[src/rtl/fetch_unit.sv]
// rtl/fetch_unit.sv - instruction fetch unit with a single-outstanding memory port and a DEPTH-entry {pc,ins} queue
module fetch_unit #(
  parameter int          DEPTH    = 4,
  parameter logic [31:0] RESET_PC = 32'h0000_0000
) (
  input  logic        clk,
  input  logic        rst_n,
  input  logic        redirect,
  input  logic [31:0] redirect_pc,
  output logic        mem_req,
  output logic [31:0] mem_addr,
  input  logic        mem_ack,
  input  logic [31:0] mem_rdata,
  output logic        ins_valid,
  output logic [31:0] ins,
  output logic [31:0] ins_pc,
  input  logic        ins_ready
);

  localparam int          PW      = (DEPTH > 1) ? $clog2(DEPTH) : 1;
  localparam int          CW      = PW + 1;
  localparam logic [CW-1:0] DEPTH_C = CW'(DEPTH);
  localparam logic [31:0] NOP     = 32'h0000_0013;

  typedef enum logic [1:0] {
    ST_IDLE  = 2'd0,
    ST_WAIT  = 2'd1,
    ST_DRAIN = 2'd2
  } state_t;

  state_t        state_q, state_d;
  logic [31:0]   fetch_pc_q, fetch_pc_d;
  logic [31:0]   drain_addr_q, drain_addr_d;
  logic [CW-1:0] count_q, count_d;
  logic [PW-1:0] wr_ptr_q, wr_ptr_d;
  logic [PW-1:0] rd_ptr_q, rd_ptr_d;

  logic [31:0]   pc_mem  [DEPTH];
  logic [31:0]   ins_mem [DEPTH];

  logic          push;
  logic          pop;
  logic [CW-1:0] count_nx;

  always_ff @(posedge clk or negedge rst_n) begin
    if (!rst_n) begin
      state_q      <= ST_IDLE;
      fetch_pc_q   <= RESET_PC;
      drain_addr_q <= RESET_PC;
      count_q      <= '0;
      wr_ptr_q     <= '0;
      rd_ptr_q     <= '0;
    end else begin
      state_q      <= state_d;
      fetch_pc_q   <= fetch_pc_d;
      drain_addr_q <= drain_addr_d;
      count_q      <= count_d;
      wr_ptr_q     <= wr_ptr_d;
      rd_ptr_q     <= rd_ptr_d;
    end
  end

  // Queue storage needs no reset: entries are only visible while count_q covers them.
  always_ff @(posedge clk) begin
    if (push) begin
      pc_mem[wr_ptr_q]  <= fetch_pc_q;
      ins_mem[wr_ptr_q] <= mem_rdata;
    end
  end

  always_comb begin
    push         = (state_q == ST_WAIT) && mem_ack && !redirect;
    pop          = (count_q != '0) && ins_ready && !redirect;
    count_nx     = count_q + CW'(push) - CW'(pop);

    state_d      = state_q;
    fetch_pc_d   = fetch_pc_q;
    drain_addr_d = drain_addr_q;
    count_d      = count_nx;
    wr_ptr_d     = wr_ptr_q + PW'(push);
    rd_ptr_d     = rd_ptr_q + PW'(pop);

    if (redirect) begin
      count_d    = '0;
      wr_ptr_d   = '0;
      rd_ptr_d   = '0;
      fetch_pc_d = {redirect_pc[31:2], 2'b00};
    end else if (push) begin
      fetch_pc_d = fetch_pc_q + 32'd4;
    end

    case (state_q)
      ST_IDLE: begin
        if (!redirect && (count_nx < DEPTH_C)) state_d = ST_WAIT;
      end
      ST_WAIT: begin
        if (redirect) begin
          // An unanswered request must still be retired before refetching.
          if (mem_ack) begin
            state_d = ST_IDLE;
          end else begin
            state_d      = ST_DRAIN;
            drain_addr_d = fetch_pc_q;
          end
        end else if (mem_ack) begin
          state_d = (count_nx < DEPTH_C) ? ST_WAIT : ST_IDLE;
        end
      end
      ST_DRAIN: begin
        if (mem_ack) state_d = ST_IDLE;
      end
      default: state_d = ST_IDLE;
    endcase
  end

  assign mem_req   = (state_q == ST_WAIT) || (state_q == ST_DRAIN);
  assign mem_addr  = (state_q == ST_DRAIN) ? drain_addr_q : fetch_pc_q;
  assign ins_valid = (count_q != '0);
  assign ins       = ins_valid ? ins_mem[rd_ptr_q] : NOP;
  assign ins_pc    = ins_valid ? pc_mem[rd_ptr_q] : 32'h0000_0000;

endmodule

[config.mk]
export PLATFORM = sky130hd
export DESIGN_NAME = fetch_unit
export DESIGN_NICKNAME = d
export VERILOG_FILES = /design/src/rtl/fetch_unit.sv
export SDC_FILE = /design/constraint.sdc
export NUM_CORES = 1
export LEC_CHECK = 0
export CAP_MARGIN = 20
export CORE_MARGIN = 2
export CORE_UTILIZATION = 55
export DETAILED_ROUTE_END_ITERATION = 12
export HOLD_SLACK_MARGIN = 0.06
export PLACE_DENSITY = 0.81
export SKIP_CTS_REPAIR_TIMING = 1
export SLEW_MARGIN = 15
export SYNTH_ARGS = -nofsm -noshare
export SYNTH_HDL_FRONTEND = slang
export SYNTH_SLANG_ARGS = --single-unit
[constraint.sdc]
create_clock -name clk -period 8.3 [get_ports clk]
set_input_delay 1.66 -clock clk [delete_from_list [all_inputs] [get_ports clk]]
set_output_delay 1.66 -clock clk [all_outputs]
set_load 0.03 [all_outputs]
## After elaboration in Yosys (flattened, before gate mapping)

Memories as Yosys holds them, arrays and structs flattened.
Cells that the tools add are included.
W data, S select, Z words.

- Add/sub/neg operators: 5
- Magnitude comparators: 1
- Eq/ne operators: 5
- Multiplexer cells: 17
- Bitwise logic cells: 1
- Reduce and logical (&&, ||, !) cells: 12

Operators by type and width:

| kind | count |
|---|---|
| $mux W32 | 5 |
| $add A32 B3 Y32 const B | 1 |
| $mux W2 | 7 |
| $pmux W2 S3 | 1 |
| $reduce_and A3 Y1 | 2 |
| $logic_and A1 B1 Y1 | 5 |
| $add A2 B1 Y2 | 2 |
| $ne A2 B2 Y1 const B | 2 |
| $add A3 B1 Y3 | 1 |
| $lt A3 B3 Y1 const B | 1 |
| $mux W1 | 3 |
| $mux W3 | 1 |
| $ne A3 B3 Y1 const B | 1 |
| $reduce_bool A3 Y1 | 1 |
| $sub A3 B1 Y3 | 1 |
| $eq A2 B1 Y1 const B | 1 |
| $eq A2 B2 Y1 const B | 1 |
| $logic_not A2 Y1 | 1 |
| $reduce_bool A2 Y1 | 1 |
| $logic_not A1 Y1 | 1 |
| $logic_or A1 B1 Y1 | 1 |
| $not A1 Y1 | 1 |

- Flip-flop bits (word level): 73
- Bits in writable memories: 256
- Bits of input ports: 69
- Output and inout bits: 98
- Logic and storage cells: 49
- Memories kept: 2

Memories:

| memory | depth | bits a word | read ports | clocked after memory_dff | wr ports | line | source |
|---|---|---|---|---|---|---|---|
| ins_mem | 4 | 32 | 1 | 0 | 1 | 39 | `logic [31:0] ins_mem [DEPTH];` |
| pc_mem | 4 | 32 | 1 | 0 | 1 | 38 | `logic [31:0] pc_mem [DEPTH];` |

## Longest topological paths before layout

- Word-level depth: 10
- Mapped depth: 14
- Gate-level depth less buffers: 14

## Least setup slack after synthesis

Ideal clock, no wire load.

- Kind: input to register
- Start: in redirect
- End: mem ins_mem[1][0] (enable)
- Library setup time: 0.571 ns
- Arrival time: 6.853 ns
- Required time: 7.729 ns
- Setup slack: 0.876 ns
- Stages on the path: 5
- Buffers on the path: 2
- Path through: clkbuf_1 -> clkbuf_1 -> nor2_1 -> inv_1 -> nor3b_1

- Word-level cells in the longest chain between the ends: 4

RTL lines:

| item | line | source |
|---|---|---|
| start: declaration | 8 | `input logic redirect,` |
| $logic_not A1 Y1 | 72 | `push = (state_q == ST_WAIT) && mem_ack && !redirect;` |
| $logic_and A1 B1 Y1 | 72 |  |
| $mux W1 | 65 | `if (push) begin` |
| $mux W1 (not written as such) | 67 | `ins_mem[wr_ptr_q] <= mem_rdata;` |
| end: declaration | 39 |  |

No other way between the ends.

## Worst setup path after layout

- Start: reg rd_ptr_q[0]
- End: out ins[20]

- Word-level cells in the longest chain between the ends: 2

RTL lines:

| item | line | source |
|---|---|---|
| start: declaration | 36 | `logic [PW-1:0] rd_ptr_q, rd_ptr_d;` |
| start signal: assignment | 59 | `rd_ptr_q <= rd_ptr_d;` |
| $mem_v2 Z4 W32 | -- |  |
| $mux W32 | 119 | `assign ins = ins_valid ? ins_mem[rd_ptr_q] : NOP;` |
| end: declaration | 15 | `output logic [31:0] ins,` |

No other way between the ends.

==> out/qor.csv <==
stage,metric,value,unit
status,status,"finished, final reports clean",
setup_path,CP Capture Type,output port,
placement,GP Congestion,0.807,
synth,Synth Area in XOR/XNOR,1.12,%
timing,Post-Route Setup TNS,0,ns
clock_network,clock sink total,317,
route,final wirelength,24.3,mm
floorplanning,Row Count,56,
synth,"Top FF cell, synth",edfxtp_1,
timing,final hold vios,0,
final_layout,Antenna Cells,0,
route,drt first-iter violations,545,
timing,"Slew Viols, Final",0,
route,Remaining DRCs,0,
timing,Slew @ Worst Pin,0.912,ns
synth,ys async rst share,21.8,%
final_layout,Multi-input gate area,3730,µm²
synth,Synth Area in Simple Gates,7.82,%
setup_path,critical-path cell list,"buf_4, mux4_2, nor2b_1, clkdlybuf4s50_1",
pwr,peak supply drop,0.000206,V
synth,"Seq/Total Area, Yosys",69.9,%
setup_path,required time of the critical path,6.64,ns
flow_run,Max-Cap Viols,0,
route,Via density,5.63,
setup_path,r2r endpoint,state_q[1],
synth,synth top area cells,"edfxtp_1 57%, dfrtp_1 13%, mux4_2 11%, mux2_2 5.1%, nor2b_1 3.1%",
route,Initial DRT Pass Iterations,5,
clock_network,CTS tree,yes,
setup_path,Worst R2R Start,state_q[1],
synth,synth warn,0,
setup_path,CP Launch Type,flop,
floorplanning,IO Pins,167,
floorplanning,Chip Height,158,µm
final_layout,register area,9180,µm²
synth,count of different cell masters after synthesis,44,
synth,Synth Area in Adders,0.916,%
clock_network,Root Buffer,clkbuf_16,
timing,fin crit period,5.05,ns
synth,"FF+latch count, synth",317,
route,wire length per cell,19.5,µm
setup_path,"Largest stage delay, worst path",0.75,ns
timing,maximum clock rate,0.198,GHz
floorplanning,Die W,158,µm
clock_network,CTS Buffer Depth,3,
setup_path,Worst R2R Path Depth,14,
pwr,reported leakage power,5.42,nW
setup_path,crit path DAT,3.39,ns
global_routing,global-route wire length before repair,38.3,mm
timing,Slew Limit Headroom,39.2,%
timing,Setup WS post-layout,3.25,ns
worst_hold_path,worst hold path depth,1,
synth,Synth Area in Compound Gates,2.37,%
timing,clk_skew,0.00874,ns
timing,# setup viols final,0,
final_layout,layout cell share with drive strength beyond 1,21.4,%
pwr,PwrDens,305,nW/µm²
clock_network,CTS Buf Count,30,
clock_network,H-tree levels,1,
floorplanning,Core ar.,23500,µm²
worst_hold_path,Hold Startpoint,drain_addr_q[4],
timing,final worst path period share,60.8,%
synth,largest family of logic cells by synthesized area,multiplexers,
final_layout,"Core Util, Final",69.0,%
synth,syn_area_per_cell,17.5,µm²
setup_path,critical path class,flop to output port,
setup_path,CP max FO,43,
floorplanning,initial core utilization,55.9,%
floorplanning,die area,25100,µm²
synth,Mapped Cells,748,
setup_path,R2R Setup Slk,5.21,ns
synth,number of synthesized flops with an enable pin,248,
global_routing,vias in the first global route,7145,
setup_path,Bufs and invs on worst path,2,
route,Antenna Nets Post-Route,0,
setup_path,Crit-path slowest cell,buf_4,
placement,Placement Setup Slack,3.18,ns
global_routing,largest net degree at the start of global routing,70,
route,Vias,7029,
worst_hold_path,hold worst-path end,drain_addr_q[4],
setup_path,critical path's top delay family,buffers and inverters,
placement,post-DP HPWL,14.7,mm
global_routing,total track usage,19.8,%
final_layout,nets@finish,984,
synth,cell accounting for the most synthesized area,edfxtp_1,
synth,post-synth top area share,56.8,%
final_layout,Filler Cell Count,1551,
global_routing,initial antenna violation count,0,
final_layout,area delta synth->final,23.4,%
clock_network,Skew-Pair Late Insertion Delay,0.53,ns
clock_network,clock slew at reported path FFs,0.06,ns
worst_hold_path,Worst Hold Class,flop to flop,
timing,RSZ-0062 raised after global routing,false,
placement,# port buffers,160,
synth,Netlist Area Pre-Place,13100,µm²
synth,multiplexer area fraction after synthesis,15.9,%
global_routing,GRT overflow,0,
[synthesized netlist by cell type (all sizes together) (2+ instances only)]
| cell | instances |
|---|---|
| or3 | 2 |
| xnor2 | 2 |
| mux2 | 60 |
| inv | 8 |
| and3 | 5 |
| a31oi | 14 |
| nor3 | 2 |
| ha | 8 |
| mux4 | 62 |
| dfrtp | 69 |
| clkbuf | 26 |
| buf | 22 |
| and2 | 5 |
| or2 | 3 |
| or4 | 16 |
| o21ai | 15 |
| o211ai | 3 |
| and4 | 5 |
| nand3 | 16 |
| nand2 | 30 |
| nor2 | 19 |
| edfxtp | 248 |
| nor2b | 64 |
| o31ai | 13 |
| nand4 | 9 |
| xor2 | 12 |
[routing by layer]
layer / up-vias / GRT usage, % / part of all wire (%)
met5: - / 0 / 0
met4: 0 / 3.65 / 1.2
met3: 24 / 3.16 / 5.6
met2: 208 / 33.4 / 49
met1: 3578 / 28.0 / 44
li1: 3219 / - / -
[logic make-up after synthesis]
kind of cell | count (synthesis)
flops | 317
other cells | 1
mux | 123
buf+inv | 56
fa+ha+maj | 9
xor+xnor | 15
simple gates | 178
compound gates | 49
[layout by cell type, fill, tap and decap left out, drive strengths merged, types with 8 or more instances in the layout]
cell type	Yosys	layout
edfxtp	248	248
clkdlybuf4s50	0	159
dfrtp	69	69
nor2b	64	64
mux4	62	62
mux2	60	60
clkbuf	26	41
nand2	30	30
nor2	19	19
or4	16	16
nand3	16	16
o21ai	15	15
a31oi	14	14
o31ai	13	13
xor2	12	12
buf	22	12
bufinv	0	9
inv	8	9
nand4	9	9
ha	8	8
[report_power, final]
group          internal, W  switching (W)  total, W
Clock              0.00102       0.000563   0.00158
Sequential         0.00187       0.000109   0.00198
Combinational     0.000619       0.000755   0.00137
[worst register-to-register path, cell delays in order (launching register included)]
cell	delay, ns
dfrtp_1	0.41
inv_1	0.09
ha_1	0.25
nand2_1	0.16
nor2_1	0.23
inv_1	0.14
ha_1	0.29
inv_1	0.05
ha_1	0.12
inv_1	0.04
fa_1	0.35
xor3_1	0.39
nor2_1	0.19
o21ai_0	0.12
o2bb2ai_1	0.14
[layout make-up]
class	count	area share, %
clock buffers	41	5.39
clock inverters	15	1.90
inverters	8	0.185
multi-input cells	378	23.0
flip-flops and latches	317	56.7
well taps	319	2.46
repair buffers	171	10.4
[per-stage QoR]
stage               instance area [µm²]  std cells  power, W  hold WS, ns
detailed placement                15000       1193   0.00340        0.490
global route                      16200       1249   0.00513        0.520
floorplan                         13100        751   0.00286        0.474
global placement                  15000       1193   0.00337        0.481
finish                            16200       1249   0.00493        0.502
CTS                               16200       1249   0.00498        0.505
[sequential cells by signal, summed over array words and instances, names as in the netlist]
name	count
pc_mem	120
rd_ptr_q	2
ins_mem	128
fetch_pc_q	30
state_q	2
wr_ptr_q	2
drain_addr_q	30
count_q	3
[worst max-delay path by stage]
stage | from | endpoint | slack, ns | cells past startpoint
after floorplan | redirect | ins_mem[1][0] | 0.88 | 5
after global placement | redirect | state_q[1] | 3.22 | 13
after detailed placement | redirect | state_q[1] | 3.18 | 13
after CTS | rd_ptr_q[0] | ins[20] | 3.12 | 4
after global routing | rd_ptr_q[0] | ins_pc[17] | 3.00 | 4
final | rd_ptr_q[0] | ins[20] | 3.25 | 4
No activity file was read; power rests on OpenSTA's default activity.
